`src/rtl/band_mixer_pkg.sv`:
```
// Shared vocoder synthesis-side definitions: mixer FSM states, saturation
// limits for arbitrary sample widths, and accumulator sizing.
package band_mixer_pkg;

    // Mixer control states
    typedef enum logic [1:0] {
        ST_IDLE = 2'd0,
        ST_MAC  = 2'd1,
        ST_DONE = 2'd2
    } mix_state_t;

    // Width of the limit constants returned below (covers any sample up to 64 bits)
    localparam int unsigned LIMIT_W = 64;

    // Most positive two's complement value representable in w bits
    function automatic logic signed [LIMIT_W-1:0] sat_max(input int unsigned w);
        return (64'sd1 <<< (w - 1)) - 64'sd1;
    endfunction

    // Most negative two's complement value representable in w bits
    function automatic logic signed [LIMIT_W-1:0] sat_min(input int unsigned w);
        return -(64'sd1 <<< (w - 1));
    endfunction

    // Accumulator width that cannot wrap when n full-width products are summed
    function automatic int unsigned acc_width(input int unsigned w, input int unsigned n);
        return 2 * w + $clog2(n) + 1;
    endfunction

endpackage

```
`src/rtl/band_mixer_sat_shift.sv`:
```
// sat_shift: arithmetic right shift of a wide accumulator followed by
// saturation into a narrower signed sample. Purely combinational.
//   acc    : IN_WIDTH signed accumulator value
//   result : OUT_WIDTH signed, (acc >>> SHIFT) clipped to the OUT_WIDTH range
module sat_shift
    import band_mixer_pkg::*;
#(
    parameter int unsigned IN_WIDTH  = 52,
    parameter int unsigned OUT_WIDTH = 24,
    parameter int unsigned SHIFT     = 20
) (
    input  logic signed [IN_WIDTH-1:0]  acc,
    output logic signed [OUT_WIDTH-1:0] result
);

    localparam int unsigned UPPER_W = IN_WIDTH - OUT_WIDTH + 1;

    logic signed [IN_WIDTH-1:0] shifted;
    logic        [UPPER_W-1:0]  upper;
    logic                       fits;

    // Value fits when every bit above the output sign bit matches it
    always_comb begin
        shifted = acc >>> SHIFT;
        upper   = shifted[IN_WIDTH-1:OUT_WIDTH-1];
        fits    = (&upper) | ~(|upper);
        if (fits) begin
            result = shifted[OUT_WIDTH-1:0];
        end else if (shifted[IN_WIDTH-1]) begin
            result = OUT_WIDTH'(sat_min(OUT_WIDTH));
        end else begin
            result = OUT_WIDTH'(sat_max(OUT_WIDTH));
        end
    end

endmodule

```
`src/rtl/band_mixer.sv`:
```
// band_mixer: vocoder synthesis mixer. Captures one frame of NUM_BANDS
// carrier/envelope pairs, accumulates carrier[k] * max(envelope[k], 0) over
// the bands with a single time-shared multiplier, then shifts and saturates
// the sum into one output sample.
//   clk_in      : clock, rising edge
//   rst_in      : asynchronous active-high reset
//   valid_in    : frame strobe for carrier_in / envelope_in
//   carrier_in  : NUM_BANDS packed signed carrier samples (band k at k*WIDTH)
//   envelope_in : NUM_BANDS packed signed envelope values, same packing
//   sample_out  : mixed output sample, held between valid_out pulses
//   valid_out   : one-cycle strobe qualifying sample_out
//   busy_out    : high while a frame is being accumulated
//   overrun_out : one-cycle pulse after a valid_in that arrived while busy
module band_mixer
    import band_mixer_pkg::*;
#(
    parameter int unsigned WIDTH     = 24,
    parameter int unsigned SHIFT     = 20,
    parameter int unsigned NUM_BANDS = 8
) (
    input  logic                          clk_in,
    input  logic                          rst_in,
    input  logic                          valid_in,
    input  logic [NUM_BANDS*WIDTH-1:0]    carrier_in,
    input  logic [NUM_BANDS*WIDTH-1:0]    envelope_in,
    output logic signed [WIDTH-1:0]       sample_out,
    output logic                          valid_out,
    output logic                          busy_out,
    output logic                          overrun_out
);

    localparam int unsigned ACC_W  = acc_width(WIDTH, NUM_BANDS);
    localparam int unsigned PROD_W = 2 * WIDTH;
    localparam int unsigned IDX_W  = (NUM_BANDS > 1) ? $clog2(NUM_BANDS) : 1;
    localparam logic [IDX_W-1:0] LAST_IDX = IDX_W'(NUM_BANDS - 1);

    mix_state_t                state;
    logic [IDX_W-1:0]          idx;
    logic signed [ACC_W-1:0]   acc;

    logic signed [WIDTH-1:0]   car_buf [NUM_BANDS];
    logic signed [WIDTH-1:0]   env_buf [NUM_BANDS];

    logic signed [WIDTH-1:0]   car_sel;
    logic signed [WIDTH-1:0]   env_sel;
    logic signed [WIDTH-1:0]   env_pos;
    logic signed [PROD_W-1:0]  product;
    logic signed [WIDTH-1:0]   sat_sample;

    // Frame buffer: loaded only on an accepted frame, otherwise untouched
    always_ff @(posedge clk_in) begin
        if (state == ST_IDLE && valid_in) begin
            for (int k = 0; k < int'(NUM_BANDS); k++) begin
                car_buf[k] <= carrier_in[k*WIDTH +: WIDTH];
                env_buf[k] <= envelope_in[k*WIDTH +: WIDTH];
            end
        end
    end

    // Single shared multiplier; negative envelopes contribute nothing
    always_comb begin
        car_sel = car_buf[idx];
        env_sel = env_buf[idx];
        env_pos = env_sel[WIDTH-1] ? '0 : env_sel;
        product = car_sel * env_pos;
    end

    sat_shift #(
        .IN_WIDTH  (ACC_W),
        .OUT_WIDTH (WIDTH),
        .SHIFT     (SHIFT)
    ) u_sat_shift (
        .acc    (acc),
        .result (sat_sample)
    );

    // Control FSM with registered outputs
    always_ff @(posedge clk_in or posedge rst_in) begin
        if (rst_in) begin
            state       <= ST_IDLE;
            idx         <= '0;
            acc         <= '0;
            sample_out  <= '0;
            valid_out   <= 1'b0;
            busy_out    <= 1'b0;
            overrun_out <= 1'b0;
        end else begin
            valid_out   <= 1'b0;
            overrun_out <= 1'b0;
            case (state)
                ST_IDLE: begin
                    if (valid_in) begin
                        acc      <= '0;
                        idx      <= '0;
                        busy_out <= 1'b1;
                        state    <= ST_MAC;
                    end
                end
                ST_MAC: begin
                    acc <= acc + ACC_W'(product);
                    if (valid_in) begin
                        overrun_out <= 1'b1;
                    end
                    // Index parks on the last band; only a new capture rewinds it
                    if (idx == LAST_IDX) begin
                        state <= ST_DONE;
                    end else begin
                        idx <= idx + IDX_W'(1);
                    end
                end
                ST_DONE: begin
                    sample_out <= sat_sample;
                    valid_out  <= 1'b1;
                    busy_out   <= 1'b0;
                    // A frame offered on the return-to-idle edge is still rejected
                    if (valid_in) begin
                        overrun_out <= 1'b1;
                    end
                    state <= ST_IDLE;
                end
                default: begin
                    state <= ST_IDLE;
                end
            endcase
        end
    end

endmodule
```
`config.mk`:
```
export PLATFORM = sky130hd
export DESIGN_NAME = band_mixer
export DESIGN_NICKNAME = d
export VERILOG_FILES = /design/src/rtl/band_mixer_pkg.sv /design/src/rtl/band_mixer_sat_shift.sv /design/src/rtl/band_mixer.sv
export SDC_FILE = /design/constraint.sdc
export NUM_CORES = 2
export LEC_CHECK = 0
export ABC_AREA = 1
export CAP_MARGIN = 20
export CORE_MARGIN = 2
export CORE_UTILIZATION = 54
export CTS_CLUSTER_SIZE = 14
export DETAILED_ROUTE_END_ITERATION = 8
export GPL_ROUTABILITY_DRIVEN = 1
export PLACE_DENSITY = 0.79
export SYNTH_ARGS = -nofsm -noshare
export SYNTH_HDL_FRONTEND = slang
export SYNTH_SLANG_ARGS = --single-unit
```
`constraint.sdc`:
```
create_clock -name clk_in -period 9.6 [get_ports clk_in]
set_clock_uncertainty 0.05 [all_clocks]
set_input_delay 1.44 -clock clk_in [delete_from_list [all_inputs] [get_ports clk_in]]
set_output_delay 1.44 -clock clk_in [all_outputs]
set_load 0.05 [all_outputs]
```
# After elaboration in Yosys (flattened, before gate mapping)

Memories as Yosys holds them, arrays and structs flattened.
Cells that the tools add are included.

Add/subtract/negate cells: 2
Multiply operators: 1
Eq/ne operators: 6
Muxes and demuxes: 18
Bitwise gates (word level): 2
Reductions and logical operators: 11

Operators by type and width:

| cell                                                                   | count |
|---|---|
| 52-bit case mux with 2 select lines                                    | 1 |
| 52-bit by 48-bit adder with 52-bit output                              | 1 |
| 52-bit two-way mux                                                     | 1 |
| 24-bit by 24-bit multiplier with 48-bit output                         | 1 |
| 24-bit two-way mux                                                     | 2 |
| 23-bit two-way mux                                                     | 1 |
| 9-bit AND reduction                                                    | 1 |
| 9-bit OR reduction                                                     | 1 |
| 1-bit two-way mux                                                      | 6 |
| 3-bit two-way mux                                                      | 2 |
| 2-bit inequality test (second input constant)                          | 3 |
| 3-bit case mux with 2 select lines                                     | 1 |
| 2-bit AND reduction                                                    | 3 |
| 2-bit two-way mux                                                      | 2 |
| 2-bit case mux with 2 select lines                                     | 1 |
| 2-bit nonzero test                                                     | 2 |
| 3-bit by 1-bit adder with 3-bit output (second input constant)         | 1 |
| 3-bit equality test (second input constant)                            | 1 |
| 3-bit AND reduction                                                    | 1 |
| 2-bit by 1-bit equality test with 1-bit output (second input constant) | 1 |
| 2-bit equality test (second input constant)                            | 1 |
| 2-bit logical NOT                                                      | 1 |
| 1-bit case mux with 2 select lines                                     | 1 |
| 2-bit OR reduction                                                     | 1 |
| other kinds (3)                                                        | 3 |

Register bits after elaboration: 84
Memory bits (writable): 384
Input bits: 387
Output and inout port bits: 27
Word-level logic and storage cells: 49
Memories: 2

Memories:

| memory  | depth | bits a word | rd ports | clocked after Yosys merged registers in | write ports | RTL line         | text |
|---|---|---|---|---|---|---|---|
| car_buf | 8     | 24          | 1        | 0                                       | 8           | band_mixer.sv:41 | `logic signed [WIDTH-1:0] car_buf [NUM_BANDS];` |
| env_buf | 8     | 24          | 1        | 0                                       | 8           | band_mixer.sv:42 | `logic signed [WIDTH-1:0] env_buf [NUM_BANDS];` |

# Longest topological paths before layout

An unclocked memory read counts as a cell.

Depth after elaboration: 5
Gate-level depth with buffers: 37
Mapped depth without buffers: 34

# By module

Synthesis repeated with hierarchy kept, for this count alone.

Cells, all modules: 4628
Area total of the unflattened synthesis: 42593.4 sq um

Modules (own cells, without submodules):

| module     | times used | cells an instance | area each (sq um) | seq. area each (sq um) |
|---|---|---|---|---|
| band_mixer | 1          | 4560              | 42286.8           | 13633.1 |
| sat_shift  | 1          | 68                | 306.5             | 0.0 |

# Worst setup path before layout

OpenSTA, ideal clock, no wires.

Path type: input -> register
From: input port valid_in
To: register acc[20]
Library setup time: 0.133 ns
Arrival: 9.802 ns
Data required time: 9.417 ns
Path slack: -0.385 ns
Cell stages on the path: 6
Buffers on the path: 1
Path through: nand2_1 -> inv_1 -> a21oi_1 -> inv_1 -> clkbuf_1 -> o22ai_1

Cells in the longest elaborated chain, start to end: 2

RTL lines:

| element                                | RTL line          | text |
|---|---|---|
| from (decl)                            | band_mixer.sv:23  | `input logic valid_in,` |
| 2-bit inequality test (no source line) | -                 |  |
| 2-bit AND reduction (no source line)   | -                 |  |
| to (signal assigned)                   | band_mixer.sv:100 | `acc <= acc + ACC_W'(product);` |
| to (decl)                              | band_mixer.sv:39  | `logic signed [ACC_W-1:0] acc;` |

No other way between the ends.
A chain may end at the register's enable or synchronous reset.

# Worst setup path after layout

From: register idx[1]
To: register acc[51]

Cells in the longest elaborated chain, start to end: 5
Elaborated cells on any way between the ends: 6
Those cells by class: add/sub: 1; mul: 1; mux: 2; memory: 2

RTL lines:

| element                                            | RTL line          | text |
|---|---|---|
| from (decl)                                        | band_mixer.sv:38  | `logic [IDX_W-1:0] idx;` |
| from (signal assigned)                             | band_mixer.sv:108 | `idx <= idx + IDX_W'(1);` |
| memory read 8 x 24 bit                             | -                 |  |
| 23-bit two-way mux                                 | band_mixer.sv:64  | `env_pos = env_sel[WIDTH-1] ? '0 : env_sel;` |
| 24-bit by 24-bit multiplier with 48-bit output (*) | band_mixer.sv:65  | `product = car_sel * env_pos;` |
| 52-bit by 48-bit adder with 52-bit output (*)      | band_mixer.sv:100 |  |
| 52-bit case mux with 2 select lines (*)            | band_mixer.sv:90  | `case (state)` |

Mark *: on every way between the ends. The rest lies on a longest branch, timed or not.

==> run summary <==
WORST SETUP PATH
--------------------------------------------------------------------------------------
Most frequent cell on the critical path                                   sky130_fd_sc_hd__inv_1
Nature of the critical path startpoint                                       flip-flop
Arr. time, crit path                                                           9530 ps
Kind of critical path                                                          reg2reg
Startpoint of the worst-slack reg-to-reg timing path                      idx[1]$_DFFE_PP0P_
Library cell contributing the largest single delay on the critical path   sky130_fd_sc_hd__fa_1
Worst r2r dst                                                             acc[51]$_DFFE_PP0P_
Critical Path Sink Type                                                      flip-flop
Largest fanout on the critical path                                                 33
Reg2reg setup slack                                                             550 ps
Worst stage delay on the critical path                                          680 ps
Number of cells traversed by the worst register-to-register path                    31
Data required time at the worst endpoint                                      10080 ps

DETAILED ROUTING
--------------------------------------------------------------------------------------
Average detailed-routed wire length per instance                               21.5 um
Number of design rule violations left after detail routing                           0
Total via count after detailed routing                                           33.2k
Detailed Routing Iterations Pass 1                                                   8
Antenna viol nets, final                                                             0
Vias per cell                                                                     5.45
Initial detailed-routing violation count                                          3537
Post-Route WL                                                                131000 um

TIMING
--------------------------------------------------------------------------------------
Share of the clock period used by the worst path                                 0.942
Fmax achieved                                                                  111 MHz
Min Tclk post-route                                                            9050 ps
Max transition margin                                                            0.210
Worst Hold Slack                                                                448 ps
Final setup fails                                                                    0
Tightest Pin Transition                                                        1180 ps
Final number of max-transition violations                                            0
RSZ-0062 raised after global routing                                             false
Total Negative Setup Slacks                                                       0 ps
Final number of hold-violating endpoints                                             0

FLOORPLAN
--------------------------------------------------------------------------------------
I/O pin cnt                                                                        414
Starting density of the core                                                     0.547
FP Rows                                                                            102
Die extent in x                                                                 284 um
Die Area                                                                    80800 um^2
Chip Height                                                                     284 um
Area of the core                                                            77600 um^2

CELLS AND AREA
--------------------------------------------------------------------------------------
Area occupied by registers                                                  13600 um^2
Total area of multi-input combinational cells                               23900 um^2
Fraction of layout instances using a drive strength above 1                     0.0367
Number of inserted filler cells in the final layout                               6380
Count of nets after finishing                                                     6154
Final design utilization                                                         0.637
Number of non-filler instances in the completed layout                            6080
P&R area growth vs syn                                                           16.5%

CLOCK TREE
--------------------------------------------------------------------------------------
Number of CTS-inserted buffers                                                      52
Buffer type at the clock tree root                                        sky130_fd_sc_hd__clkbuf_16
Clock-pin transition on the worst setup and hold timing paths                    60 ps
Number of gates resized after CTS                                                    0
CTS Buffer Depth                                                                     3
Clock net sink count                                                               468
Clock latency on the worst-skew pair                                            650 ps
Number of buffers added to fix hold violations after cts                             0
Number of levels the H-tree was split into                                           2
TritonCTS clock tree                                                             built
Number of post-CTS setup repair buffers                                              0

JOB
--------------------------------------------------------------------------------------
Count of maximum capacitance violations                                              0

HOLD PATH
--------------------------------------------------------------------------------------
Instance count along the most critical hold path                                     2
Worst hold start                                                          acc[3]$_DFFE_PP0P_
Worst-case hold path end point                                            acc[3]$_DFFE_PP0P_
Class of the tightest hold or removal check                                    reg2reg

LOGIC SYNTHESIS
--------------------------------------------------------------------------------------
Total nets after synthesis                                                        5787
Number of instances in the synthesized netlist                                    4600
Netlist area before placement                                               42400 um^2
Mean area per synthesized cell                                               9.22 um^2
Synth Warn #                                                                         0
Register area share after synthesis                                              0.321
Number of library cell types mapped by synthesis                                    41
Register bit total from synthesis                                                  468

GRT
--------------------------------------------------------------------------------------
First-pass GRT wire length                                                   203000 um
Overflow left after global routing                                                   0
Number of antenna violations at the first check in global routing                   33
Via count of the first global-routing pass                                       35.0k
Maximum number of pins on one net before global-route repair                       196
Overall routing resource usage                                                   0.333

RUN STATUS
--------------------------------------------------------------------------------------
Outcome                                                                   finished, final reports clean

PLACED DESIGN
--------------------------------------------------------------------------------------
Half-perimeter wire length of the detailed placement result                  103000 um
GPL Wtd Cong                                                                     0.991
Number of placed instances with taps included                                     5952
Number of port buffers                                                             413

-- metrics by stage --
stage	worst slack [ps]	area [um^2]
2_1_floorplan	1590	42400
3_3_place_gp	720	47600
3_5_place_dp	624	47600
4_1_cts	550	49300
5_1_grt	80.2	49400
6_report	555	49400
-- area by class of cell --
cell class / instances / area share
inverters: 1085 / 0.0827
diodes: 30 / 0.00152
repair buffers: 470 / 0.0940
clock buffers: 57 / 0.0267
well taps: 1040 / 0.0263
flip-flops and latches: 468 / 0.276
clock inverters: 40 / 0.00835
multi-input cells: 2890 / 0.484
-- cells in the mapped netlist, drive strengths merged --
cell | count | share of area
nor2 | 574 | 0.051
inv | 1079 | 0.096
edfxtp | 384 | 0.27
clkbuf | 63 | 0.0056
a31oi | 23 | 0.0034
o22ai | 67 | 0.0099
clkinv | 6 | 0.00053
a22o | 3 | 0.00062
buf | 94 | 0.013
o221ai | 1 | 0.00021
o21ai | 148 | 0.018
nand3 | 64 | 0.0076
a21o | 2 | 0.00035
nor4 | 2 | 0.00030
mux2 | 1 | 0.00027
nand2 | 1018 | 0.092
xnor2 | 4 | 0.00083
and3 | 2 | 0.00030
a21oi | 84 | 0.0099
xor2 | 1 | 0.00021
fa | 649 | 0.31
dfrtp | 84 | 0.050
a32o | 47 | 0.011
ha | 151 | 0.045
or2 | 3 | 0.00044
o21bai | 5 | 0.00089
a21boi | 5 | 0.00089
nand4 | 18 | 0.0027
nand2b | 1 | 0.00015
and2 | 2 | 0.00030
nand3b | 2 | 0.00035
nor3 | 13 | 0.0015
-- cell usage in the layout (no fill, tap or decap), types with 4 or more instances in the layout --
| master | Yosys | routed |
|---|---|---|
| sky130_fd_sc_hd__o21ai_0 | 146 | 146 |
| sky130_fd_sc_hd__buf_12 | 0 | 5 |
| sky130_fd_sc_hd__inv_2 | 13 | 12 |
| sky130_fd_sc_hd__clkinv_2 | 0 | 5 |
| sky130_fd_sc_hd__nand3_1 | 64 | 64 |
| sky130_fd_sc_hd__nand2_1 | 998 | 998 |
| sky130_fd_sc_hd__bufinv_16 | 0 | 6 |
| sky130_fd_sc_hd__fa_1 | 649 | 649 |
| sky130_fd_sc_hd__edfxtp_1 | 384 | 384 |
| sky130_fd_sc_hd__a31oi_1 | 23 | 23 |
| sky130_fd_sc_hd__o22ai_1 | 67 | 67 |
| sky130_fd_sc_hd__ha_1 | 151 | 150 |
| sky130_fd_sc_hd__xnor2_1 | 4 | 4 |
| sky130_fd_sc_hd__o21bai_1 | 5 | 5 |
| sky130_fd_sc_hd__buf_4 | 11 | 51 |
| sky130_fd_sc_hd__nand2_4 | 8 | 8 |
| sky130_fd_sc_hd__clkinvlp_4 | 0 | 8 |
| sky130_fd_sc_hd__diode_2 | 0 | 30 |
| sky130_fd_sc_hd__a21oi_1 | 84 | 83 |
| sky130_fd_sc_hd__clkinv_1 | 6 | 20 |
| sky130_fd_sc_hd__nand2_2 | 12 | 12 |
| sky130_fd_sc_hd__clkbuf_16 | 0 | 52 |
| sky130_fd_sc_hd__inv_1 | 1066 | 1063 |
| sky130_fd_sc_hd__a32o_1 | 47 | 47 |
| sky130_fd_sc_hd__nor2_1 | 573 | 572 |
| sky130_fd_sc_hd__nor3_1 | 13 | 13 |
| sky130_fd_sc_hd__a21boi_0 | 5 | 5 |
| sky130_fd_sc_hd__nand4_1 | 18 | 18 |
| sky130_fd_sc_hd__clkdlybuf4s50_1 | 0 | 413 |
| sky130_fd_sc_hd__clkbuf_1 | 62 | 5 |
| sky130_fd_sc_hd__dfrtp_1 | 84 | 81 |
-- logic make-up after synthesis --
group	share of synthesized area
AO/OA/AOI/OAI	0.0551
XOR/XNOR	0.00103
adder cells (fa/ha/maj)	0.351
buffers and inverters	0.114
flip-flops	0.321
multiplexers	0.000266
AND/OR/NAND/NOR	0.157
-- registers in the layout, summed over array words and instances, names as in the netlist --
| register | flops |
|---|---|
| sample_out | 24 |
| overrun_out | 1 |
| valid_out | 1 |
| acc | 52 |
| car_buf | 192 |
| busy_out | 1 |
| state | 2 |
| env_buf | 192 |
| idx | 3 |
-- metal layers --
metal  up-vias  part of all wire  global-route usage  routed length (um)
li1      14700                 -                   -                   -
met1     16400              0.37               0.425               48800
met2      1740              0.48               0.547               63100
met3       410             0.086              0.0537               11300
met4         4             0.059               0.178                7770
met5         -           0.00018                   0                  23
-- worst max-delay path: cells and delay by family, from the launching register on --
family                   cells  cell delay [ps]
AND/OR/NAND/NOR             11             1900
buffers and inverters        9             1550
flip-flops                   1              590
adder cells (fa/ha/maj)      8             4090
AO/OA/AOI/OAI                3              680
-- worst max-delay path by stage --
stage / slack [ps] / to / startpoint / cells past startpoint
after global placement: 720 / acc[37]$_DFFE_PP0P_ / idx[0]$_DFFE_PP0P_ / 30
after global routing: 80 / acc[42]$_DFFE_PP0P_ / idx[1]$_DFFE_PP0P_ / 28
after detailed placement: 620 / acc[39]$_DFFE_PP0P_ / idx[0]$_DFFE_PP0P_ / 28
after CTS: 550 / acc[39]$_DFFE_PP0P_ / idx[0]$_DFFE_PP0P_ / 28
final: 550 / acc[51]$_DFFE_PP0P_ / idx[1]$_DFFE_PP0P_ / 31
after floorplan: 1590 / acc[26]$_DFFE_PP0P_ / valid_in / 7
Power is not shown: default switching activity piles up to over one toggle a cycle in this logic, so the estimate is an artifact.
